===== src/rtl/fp_norm_pack_if.sv =====
// Handshake bus between the adder/subtractor stage, the normalise/pack block and its consumer.
// The slave side is the fp_norm_pack block; the master side drives operands and takes results.
interface fp_norm_pack_if #(
    parameter int MAN_W     = 11,
    parameter int IN_EXP_W  = 6,
    parameter int OUT_EXP_W = 5
);
    localparam int WORD_W = 1 + OUT_EXP_W + MAN_W - 1;

    logic                in_valid;
    logic                in_ready;
    logic                in_sgn;
    logic [MAN_W-1:0]    in_man;
    logic [IN_EXP_W-1:0] in_exp;

    logic                out_valid;
    logic                out_ready;
    logic [WORD_W-1:0]   out_word;
    logic                out_ovf;
    logic                out_zero;
    logic                out_sub;

    modport slave (
        input  in_valid, in_sgn, in_man, in_exp, out_ready,
        output in_ready, out_valid, out_word, out_ovf, out_zero, out_sub
    );

    modport master (
        output in_valid, in_sgn, in_man, in_exp, out_ready,
        input  in_ready, out_valid, out_word, out_ovf, out_zero, out_sub
    );
endinterface


===== src/rtl/fp_norm_pack.sv =====
// Iterative left-normaliser and half-precision packer for an unnormalised adder result.
// One shift per cycle until the hidden bit is set, the mantissa is zero or the exponent bottoms out.
module fp_norm_pack #(
    parameter int MAN_W     = 11,
    parameter int IN_EXP_W  = 6,
    parameter int OUT_EXP_W = 5
) (
    input logic             clk,
    input logic             rst,
    fp_norm_pack_if.slave   bus
);
    localparam int WORD_W = 1 + OUT_EXP_W + MAN_W - 1;
    localparam int EMAX   = (2 ** OUT_EXP_W) - 1;

    typedef enum logic [1:0] {StIdle, StNorm, StDone} state_e;

    state_e              state_q, state_d;
    logic                sgn_q, sgn_d;
    logic [MAN_W-1:0]    man_q, man_d;
    logic [IN_EXP_W-1:0] exp_q, exp_d;
    logic [WORD_W-1:0]   word_q, word_d;
    logic                ovf_q, ovf_d;
    logic                zero_q, zero_d;
    logic                sub_q, sub_d;
    logic                terminal;

    assign terminal = (man_q == '0) || man_q[MAN_W-1] || (exp_q <= IN_EXP_W'(1));

    always_comb begin
        state_d = state_q;
        sgn_d   = sgn_q;
        man_d   = man_q;
        exp_d   = exp_q;
        word_d  = word_q;
        ovf_d   = ovf_q;
        zero_d  = zero_q;
        sub_d   = sub_q;

        unique case (state_q)
            StIdle: begin
                if (bus.in_valid) begin
                    sgn_d   = bus.in_sgn;
                    man_d   = bus.in_man;
                    // A zero exponent is treated as the subnormal exponent 1.
                    exp_d   = (bus.in_exp == '0) ? IN_EXP_W'(1) : bus.in_exp;
                    state_d = StNorm;
                end
            end
            StNorm: begin
                if (terminal) begin
                    ovf_d   = 1'b0;
                    zero_d  = 1'b0;
                    sub_d   = 1'b0;
                    state_d = StDone;
                    if (man_q == '0) begin
                        word_d = {sgn_q, {(WORD_W-1){1'b0}}};
                        zero_d = 1'b1;
                    end else if (exp_q >= IN_EXP_W'(EMAX)) begin
                        word_d = {sgn_q, {OUT_EXP_W{1'b1}}, {(MAN_W-1){1'b0}}};
                        ovf_d  = 1'b1;
                    end else if (!man_q[MAN_W-1]) begin
                        word_d = {sgn_q, {OUT_EXP_W{1'b0}}, man_q[MAN_W-2:0]};
                        sub_d  = 1'b1;
                    end else begin
                        word_d = {sgn_q, exp_q[OUT_EXP_W-1:0], man_q[MAN_W-2:0]};
                    end
                end else begin
                    man_d = man_q << 1;
                    exp_d = exp_q - IN_EXP_W'(1);
                end
            end
            StDone: begin
                if (bus.out_ready) begin
                    state_d = StIdle;
                end
            end
            default: state_d = StIdle;
        endcase
    end

    always_ff @(posedge clk) begin
        if (rst) begin
            state_q <= StIdle;
            sgn_q   <= 1'b0;
            man_q   <= '0;
            exp_q   <= '0;
            word_q  <= '0;
            ovf_q   <= 1'b0;
            zero_q  <= 1'b0;
            sub_q   <= 1'b0;
        end else begin
            state_q <= state_d;
            sgn_q   <= sgn_d;
            man_q   <= man_d;
            exp_q   <= exp_d;
            word_q  <= word_d;
            ovf_q   <= ovf_d;
            zero_q  <= zero_d;
            sub_q   <= sub_d;
        end
    end

    assign bus.in_ready  = (state_q == StIdle);
    assign bus.out_valid = (state_q == StDone);
    assign bus.out_word  = word_q;
    assign bus.out_ovf   = ovf_q;
    assign bus.out_zero  = zero_q;
    assign bus.out_sub   = sub_q;
endmodule


===== src/flat_wrapper.sv =====
// flat-port wrapper written by rule: the top's interface ports become plain ports
module fp_norm_pack_flat 
#(
    parameter int MAN_W     = 11,
    parameter int IN_EXP_W  = 6,
    parameter int OUT_EXP_W = 5
)
  (clk, rst, bus_in_valid, bus_in_sgn, bus_in_man, bus_in_exp, bus_out_ready, bus_in_ready, bus_out_valid, bus_out_word, bus_out_ovf, bus_out_zero, bus_out_sub);
  fp_norm_pack_if #(.MAN_W(MAN_W), .IN_EXP_W(IN_EXP_W), .OUT_EXP_W(OUT_EXP_W)) bus_i ();
  input logic clk;
  input logic rst;
  input wire logic [$bits(bus_i.in_valid)-1:0] bus_in_valid;
  input wire logic [$bits(bus_i.in_sgn)-1:0] bus_in_sgn;
  input wire logic [$bits(bus_i.in_man)-1:0] bus_in_man;
  input wire logic [$bits(bus_i.in_exp)-1:0] bus_in_exp;
  input wire logic [$bits(bus_i.out_ready)-1:0] bus_out_ready;
  output wire logic [$bits(bus_i.in_ready)-1:0] bus_in_ready;
  output wire logic [$bits(bus_i.out_valid)-1:0] bus_out_valid;
  output wire logic [$bits(bus_i.out_word)-1:0] bus_out_word;
  output wire logic [$bits(bus_i.out_ovf)-1:0] bus_out_ovf;
  output wire logic [$bits(bus_i.out_zero)-1:0] bus_out_zero;
  output wire logic [$bits(bus_i.out_sub)-1:0] bus_out_sub;
  assign bus_i.in_valid = bus_in_valid;
  assign bus_i.in_sgn = bus_in_sgn;
  assign bus_i.in_man = bus_in_man;
  assign bus_i.in_exp = bus_in_exp;
  assign bus_i.out_ready = bus_out_ready;
  assign bus_in_ready = bus_i.in_ready;
  assign bus_out_valid = bus_i.out_valid;
  assign bus_out_word = bus_i.out_word;
  assign bus_out_ovf = bus_i.out_ovf;
  assign bus_out_zero = bus_i.out_zero;
  assign bus_out_sub = bus_i.out_sub;
  fp_norm_pack #(.MAN_W(MAN_W), .IN_EXP_W(IN_EXP_W), .OUT_EXP_W(OUT_EXP_W)) u_core (.clk(clk), .rst(rst), .bus(bus_i));
endmodule

===== config.mk =====
export PLATFORM = sky130hd
export DESIGN_NAME = fp_norm_pack_flat
export DESIGN_NICKNAME = d
export VERILOG_FILES = /design/src/rtl/fp_norm_pack_if.sv /design/src/rtl/fp_norm_pack.sv /design/src/flat_wrapper.sv
export SDC_FILE = /design/constraint.sdc
export NUM_CORES = 1
export LEC_CHECK = 0
export CAP_MARGIN = 30
export CELL_PAD_IN_SITES_DETAIL_PLACEMENT = 1
export CELL_PAD_IN_SITES_GLOBAL_PLACEMENT = 1
export CORE_MARGIN = 2
export CORE_UTILIZATION = 38
export DETAILED_ROUTE_END_ITERATION = 6
export GPL_ROUTABILITY_DRIVEN = 0
export PLACE_DENSITY = 0.81
export SLEW_MARGIN = 20
export SYNTH_ARGS = -nofsm -noshare
export SYNTH_HDL_FRONTEND = slang
export SYNTH_SLANG_ARGS = --single-unit

===== constraint.sdc =====
create_clock -name clk -period 2.2 [get_ports clk]
set_input_delay 0.44 -clock clk [delete_from_list [all_inputs] [get_ports clk]]
set_output_delay 0.44 -clock clk [all_outputs]
set_load 0.03 [all_outputs]

==> key figures, run 1 <==
Cells and area
  – Multi-input logic area: 1115 um2
  – Share of cells above drive strength 1: 0.1429
  – Design Area, Final: 2634 um2
  – Area grow syn2layout: 29.86%
  – Filler cells: 625
  – FF/Latch Area: 780.7 um2
  – ANT cells: 0
  – Nets: 297

Worst setup path
  – Worst path arrival time: 2.27 ns
  – Critical Path Start: u_core.exp_q[0]$_SDFFE_PP0P_
  – Worst path required time: 2.39 ns
  – Worst Path Max Fanout: 8
  – Crit. End Element: flop
  – Crit Reg-Reg Startpoint: u_core.exp_q[0]$_SDFFE_PP0P_
  – CP Launch Type: flop
  – Critical path class: flop to flop

CTS
  – Clk Latency, worst-skew pair: 0.30 ns
  – CTS tree: yes
  – CTS Root Cell: clkbuf_8
  – CTS clk-pin slew, worst paths: 0.08 ns
  – H-tree levels: 2
  – Post-CTS Resized: 0
  – Clk sinks: 39
  – Postcts setup bufs: 0
  – Maximum buffer depth of the clock tree: 2
  – Post-CTS Hold Fix Bufs: 0
  – Total CTS buffers: 5

Synthesis
  – Area leader, netlist: dfxtp_1
  – Largest cells by area after synthesis: dfxtp_1, nand2_1, mux2i_1
  – Syn Nets: 254
  – Top cells by count, synth: nand2_1, dfxtp_1, a21oi_1
  – Post-synth cell types: 44
  – YS warnings: 0
  – Main synth FF type: dfxtp_1
  – Post-synthesis sequential area ratio: 0.3849
  – Cells after Synth: 229
  – Post-synth EDFFs: 0
  – Flops & latches, synth: 39
  – Post-synth ARST share: 0
  – Most frequent cell after synthesis: nand2_1
  – Syn_area_per_cell: 8.857 um2
  – Post-synth top area share: 0.3849
  – Post-synthesis cell area: 2028 um2

Timing
  – RSZ-0062 raised after global routing: no
  – Tightest Pin Transition: 0.7951 ns
  – Skew final: 0.006455 ns
  – Final Hold Fails: 0
  – Max Clk Rate: 482.7 MHz
  – Setup TNS Final: 0 ns
  – Final Max Tran Viols: 0
  – Slew headroom: 0.4680
  – Final setup violation count: 0
  – Final worst path period need: 2.072 ns
  – Final period utilization: 0.9416

Floorplanning
  – Die Y: 77.06 um
  – Initial Util: 0.3946
  – Row count: 26
  – I/O pins: 43
  – Core area: 5140 um2
  – Die width: 77.06 um
  – Die footprint: 5937 um2

Global route
  – Initial antenna violation count: 0
  – Largest net degree at the start of global routing: 22
  – Vias in the first global route: 1839
  – Gr ovfl total: 0
  – First-pass GRT wire length: 9190 um
  – Total GRT Usage: 0.1958

Outcome
  – Status: finished, final reports clean

Route
  – Router iterations before antenna repair: 4
  – Via density per instance: 5.166
  – Post-route DRC: 0
  – Detailed Route WL: 5516 um
  – Via count: 1772
  – Avg WL per Cell: 16.08 um
  – Starting DRC count in detailed routing: 116
  – DRT antenna net count: 0

Placed design
  – Cell Area, Placed: 2521 um2
  – IO buf count: 42
  – Final HPWL DP: 3989 um

Job
  – Max Cap Violations: 0

Power and ir drop
  – Leak: 1.056 nW
  – Maximum vdd drop: 0.0003632 V
  – P per Cell Area: 1013 nW/um2

Hold path
  – Hold Path Origin: u_core.bus.out_word[15]$_SDFFE_PP0P_
  – Type of the tightest min-delay check: flop to flop
flip-flops by register name, indices dropped and copies added, names as in the netlist:
name	cells
u_core.bus.out_ovf	1
u_core.bus.out_sub	1
u_core.bus.out_word	16
u_core.bus.out_zero	1
u_core.exp_q	6
u_core.man_q	11
u_core.sgn_q	1
u_core.state_q	2
metal layers:
layer / track usage / part of all wire / wire [um] / vias to the layer above
li1: - / - / - / 879
met1: 0.2598 / 0.47 / 2580 / 842
met2: 0.3175 / 0.48 / 2624 / 43
met3: 0.04118 / 0.039 / 214 / 8
met4: 0.06429 / 0.018 / 97 / 0
met5: 0 / 0 / 0 / -
power by group:
part	switching (mW)	internal, mW	total (mW)
logic	0.618	0.485	1.10
clock network	0.277	0.338	0.615
registers	0.128	0.821	0.949
total	1.02	1.64	2.67
logic make-up (layout without fill, tap and decap cells):
kind of cell / count (synthesis) / count (layout) / synth area share
AOI/OAI and AO/OA: 48 / 48 / 0.1690
xor gates and xnor gates: 3 / 3 / 0.01296
adders and majority gates: 3 / 3 / 0.01851
buffers and inverters: 24 / 68 / 0.06539
DFF: 39 / 39 / 0.3849
muxes: 25 / 25 / 0.1369
and+or+nand+nor: 87 / 87 / 0.2122
placed cells by master (no fill, tap or decap), types with 4 or more instances in the layout:
cell type        instances
inv_1                    8
nand2_1                 51
nor2b_1                 12
dfxtp_1                 39
mux2_2                   6
clkdlybuf4s50_1         42
buf_4                    9
o211ai_1                 4
nor2_1                   6
clkbuf_8                 5
mux2_4                   4
a221oi_1                 5
a21oi_1                 19
mux2i_1                 15
o21ai_0                  4
cell type report:
class                           instances  share of cell area
Multi-Input combinational cell        166              0.4233
Sequential cell                        39              0.2964
Timing Repair Buffer                   52              0.1929
Tap cell                               70             0.03325
Clock buffer                            5             0.02613
Clock inverter                          3             0.01663
Inverter                                8             0.01140
through the flow:
| stage | utilization | std cells | worst slack, ns | hold slack [ns] | power, mW |
|---|---|---|---|---|---|
| detailed placement | 0.4905 | 335 | 0.1894 | 0.4557 | 2.059 |
| global placement | 0.4905 | 335 | 0.2865 | 0.4420 | 2.023 |
| global route | 0.5124 | 343 | 0.03138 | 0.4781 | 2.813 |
| finish | 0.5124 | 343 | 0.1284 | 0.4625 | 2.667 |
| floorplan | - | 229 | 0.3258 | 0.4366 | 1.737 |
| CTS | 0.5124 | 343 | 0.1335 | 0.4672 | 2.680 |
worst max-delay path, cell delays in order, from the launching register on:
cell,delay [ns]
dfxtp_1,0.47
inv_1,0.08
ha_1,0.25
o21ba_2,0.26
a21oi_4,0.24
o21ai_0,0.31
a221oi_1,0.36
path summary, 6_finish.rpt:
check,end,slack [ns],depth (start not counted)
worst min register to register,u_core.bus.out_word[15]$_SDFFE_PP0P_,0.46,2
worst max register to register,u_core.bus.out_word[13]$_SDFFE_PP0P_,0.13,6
worst min-delay path,u_core.bus.out_word[15]$_SDFFE_PP0P_,0.46,2
worst max-delay path,u_core.bus.out_word[13]$_SDFFE_PP0P_,0.13,6
No activity file was read; power rests on OpenSTA's default activity.
==> inputs of run 2 (changes only) <==
--- a/config.mk
+++ b/config.mk
@@ -12,7 +12,8 @@
 export CORE_UTILIZATION = 38
 export DETAILED_ROUTE_END_ITERATION = 6
 export GPL_ROUTABILITY_DRIVEN = 0
-export PLACE_DENSITY = 0.81
+export PLACE_DENSITY = 0.78
+export SETUP_SLACK_MARGIN = 0.1
 export SLEW_MARGIN = 20
 export SYNTH_ARGS = -nofsm -noshare
 export SYNTH_HDL_FRONTEND = slang
==> run 2 against run 1 <==
Against the previous run: utilization grew 1.1 points; flip-flop and latch count is the same; worst setup slack improved by 0.081 ns; non-clock buffer count rose by 8; first-iteration DRC count up 1.7%; maximum frequency increased by 4.0%; combinational power rose by 7%; global-route usage up 1.2 points; critical path depth fell by 4; largest power group unchanged.
==> key figures, run 2 (synthesis gave the netlist of run 1 again) <==
Worst setup path
  – Worst path arrival time: 1.55 ns (was 2.27 ns)
  – CP Launch Type: flop (unchanged)
  – Worst path required time: 1.76 ns (was 2.39 ns)
  – Worst Path Max Fanout: 4 (was 8)
  – Critical path class: flop to primary output (was flop to flop)
  – Crit. End Element: primary output (was flop)

Floorplanning
  – I/O pins: 43 (unchanged)
  – Row count: 26 (unchanged)
  – Die footprint: 5937 um2 (unchanged)
  – Initial Util: 0.3946 (unchanged)
  – Die Y: 77.06 um (unchanged)
  – Core area: 5140 um2 (unchanged)
  – Die width: 77.06 um (unchanged)

Route
  – Router iterations before antenna repair: 4 (unchanged)
  – Avg WL per Cell: 16.85 um (was 16.08 um)
  – DRT antenna net count: 0 (unchanged)
  – Via density per instance: 5.296 (was 5.166)
  – Post-route DRC: 0 (unchanged)
  – Detailed Route WL: 5913 um (was 5516 um)
  – Starting DRC count in detailed routing: 118 (was 116)
  – Via count: 1859 (was 1772)

Cells and area
  – Commonest non-fill, non-tap cell in the layout: nand2_1 (unchanged)
  – Post-Route Utilization: 0.5231 (was 0.5124)
  – Area grow syn2layout: 32.57% (was 29.86%)
  – Share of cells above drive strength 1: 0.1708 (was 0.1429)
  – Commonest cells after routing, fill and taps aside: nand2_1, clkdlybuf4s50_1, dfxtp_1 (unchanged)
  – ANT cells: 0 (unchanged)
  – Nets: 305 (was 297)
  – Max reg flops: 16 (unchanged)

CTS
  – CTS Root Cell: clkbuf_8 (unchanged)
  – Post-CTS Hold Fix Bufs: 0 (unchanged)
  – Total CTS buffers: 5 (unchanged)
  – Clk sinks: 39 (unchanged)
  – CTS tree: yes (unchanged)
  – Maximum buffer depth of the clock tree: 2 (unchanged)
  – Clk Latency, worst-skew pair: 0.30 ns (about the same)
  – H-tree levels: 2 (unchanged)
  – CTS clk-pin slew, worst paths: 0.07 ns (was 0.08 ns)

Timing
  – Final period utilization: 0.9050 (was 0.9416)
  – Tightest Pin Transition: 0.7149 ns (was 0.7951 ns)
  – Setup TNS Final: 0 ns (unchanged)
  – Final worst path period need: 1.991 ns (was 2.072 ns)
  – Final Max Tran Viols: 0 (unchanged)
  – RSZ-0062 raised after global routing: no (unchanged)
  – Skew final: 0.01277 ns (was 0.006455 ns)
  – Max Clk Rate: 502.2 MHz (was 482.7 MHz)
  – Final Hold Fails: 0 (unchanged)
  – Final setup violation count: 0 (unchanged)
  – Slew headroom: 0.5183 (was 0.4680)

Global route
  – Largest net degree at the start of global routing: 21 (was 22)
  – Gr ovfl total: 0 (unchanged)
  – Initial antenna violation count: 0 (unchanged)
  – Total GRT Usage: 0.2081 (was 0.1958)
  – Vias in the first global route: 1935 (was 1839)
  – First-pass GRT wire length: 9729 um (was 9190 um)

Power and ir drop
  – Maximum vdd drop: 0.0004367 V (was 0.0003632 V)
  – Leak: 1.094 nW (was 1.056 nW)
  – P per Cell Area: 1023 nW/um2 (was 1013 nW/um2)

Hold path
  – Type of the tightest min-delay check: flop to flop (unchanged)

Placed design
  – IO buf count: 42 (unchanged)
  – Final HPWL DP: 4116 um (was 3989 um)

Outcome
  – Status: finished, final reports clean (unchanged)

Job
  – Max Cap Violations: 0 (unchanged)
==> run 2: cell count changes in the layout (fill, tap and decap cells not counted) <==
cell	delta
nor2_2	+1
nor2_1	-1
buf_12	-1
clkinv_4	-1
buf_4	+9
clkbuf_8	+1
==> run 2: per-stage QoR <==
step,cell area (um2),hold slack [ns],instances,setup WS [ns],total power [mW]
2_1_floorplan,2028,0.4366,229,0.3258,1.737
3_5_place_dp,2546,0.4489,340,0.07801,2.082
3_3_place_gp,2546,0.4453,340,0.09960,2.043
6_report,2689,0.4590,351,0.2089,2.751
5_1_grt,2689,0.4894,351,0.1241,2.901
4_1_cts,2664,0.4596,348,0.1151,2.717
==> run 2: area by class of cell <==
cell class / instances / area, um2
sequential: 39 / 780.7
multi-input combinational: 166 / 1117
clock buffer: 6 / 82.58
fill: 640 / 2451
timing repair buffer: 60 / 555.5
clock inverter: 2 / 35.03
inverter: 8 / 30.03
tap: 70 / 87.58
==> run 2: timing repair <==
| item | 4_1_cts | 5_1_grt |
|---|---|---|
| buffers inserted | 0 | 3 |
| resized for setup | 0 | 1 |
| endpoints found under the setup margin | 0 | 13 |
==> run 2: power by group <==
part	total [mW]	switching (mW)	internal, mW
Sequential	0.938	0.116	0.821
Combinational	1.18	0.658	0.520
Clock	0.636	0.268	0.367
Total	2.75	1.04	1.71
==> run 2: final timing paths <==
kind	slack, ns	depth (start not counted)	startpoint	endpoint
max	0.21	2	u_core.state_q[1]$_SDFFE_PP0P_	bus_out_valid
min	0.46	2	u_core.sgn_q$_SDFFE_PP0P_	u_core.sgn_q$_SDFFE_PP0P_
max reg2reg	0.22	4	u_core.man_q[0]$_SDFFE_PP0P_	u_core.man_q[1]$_SDFFE_PP0P_
min reg2reg	0.46	2	u_core.sgn_q$_SDFFE_PP0P_	u_core.sgn_q$_SDFFE_PP0P_
==> run 2: layer usage <==
layer	vias to the layer above	global-route usage	wire length [um]
met3	7	0.04235	244
met1	920	0.2802	2719
met2	41	0.3386	2883
met4	0	0.05893	65
li1	891	-	-
met5	-	0	0
==> run 2: worst max-delay path: stages, from the launching register on <==
cell and delay [ns]:
dfxtp_1 0.37, nor2b_1 0.19, clkdlybuf4s50_1 0.70
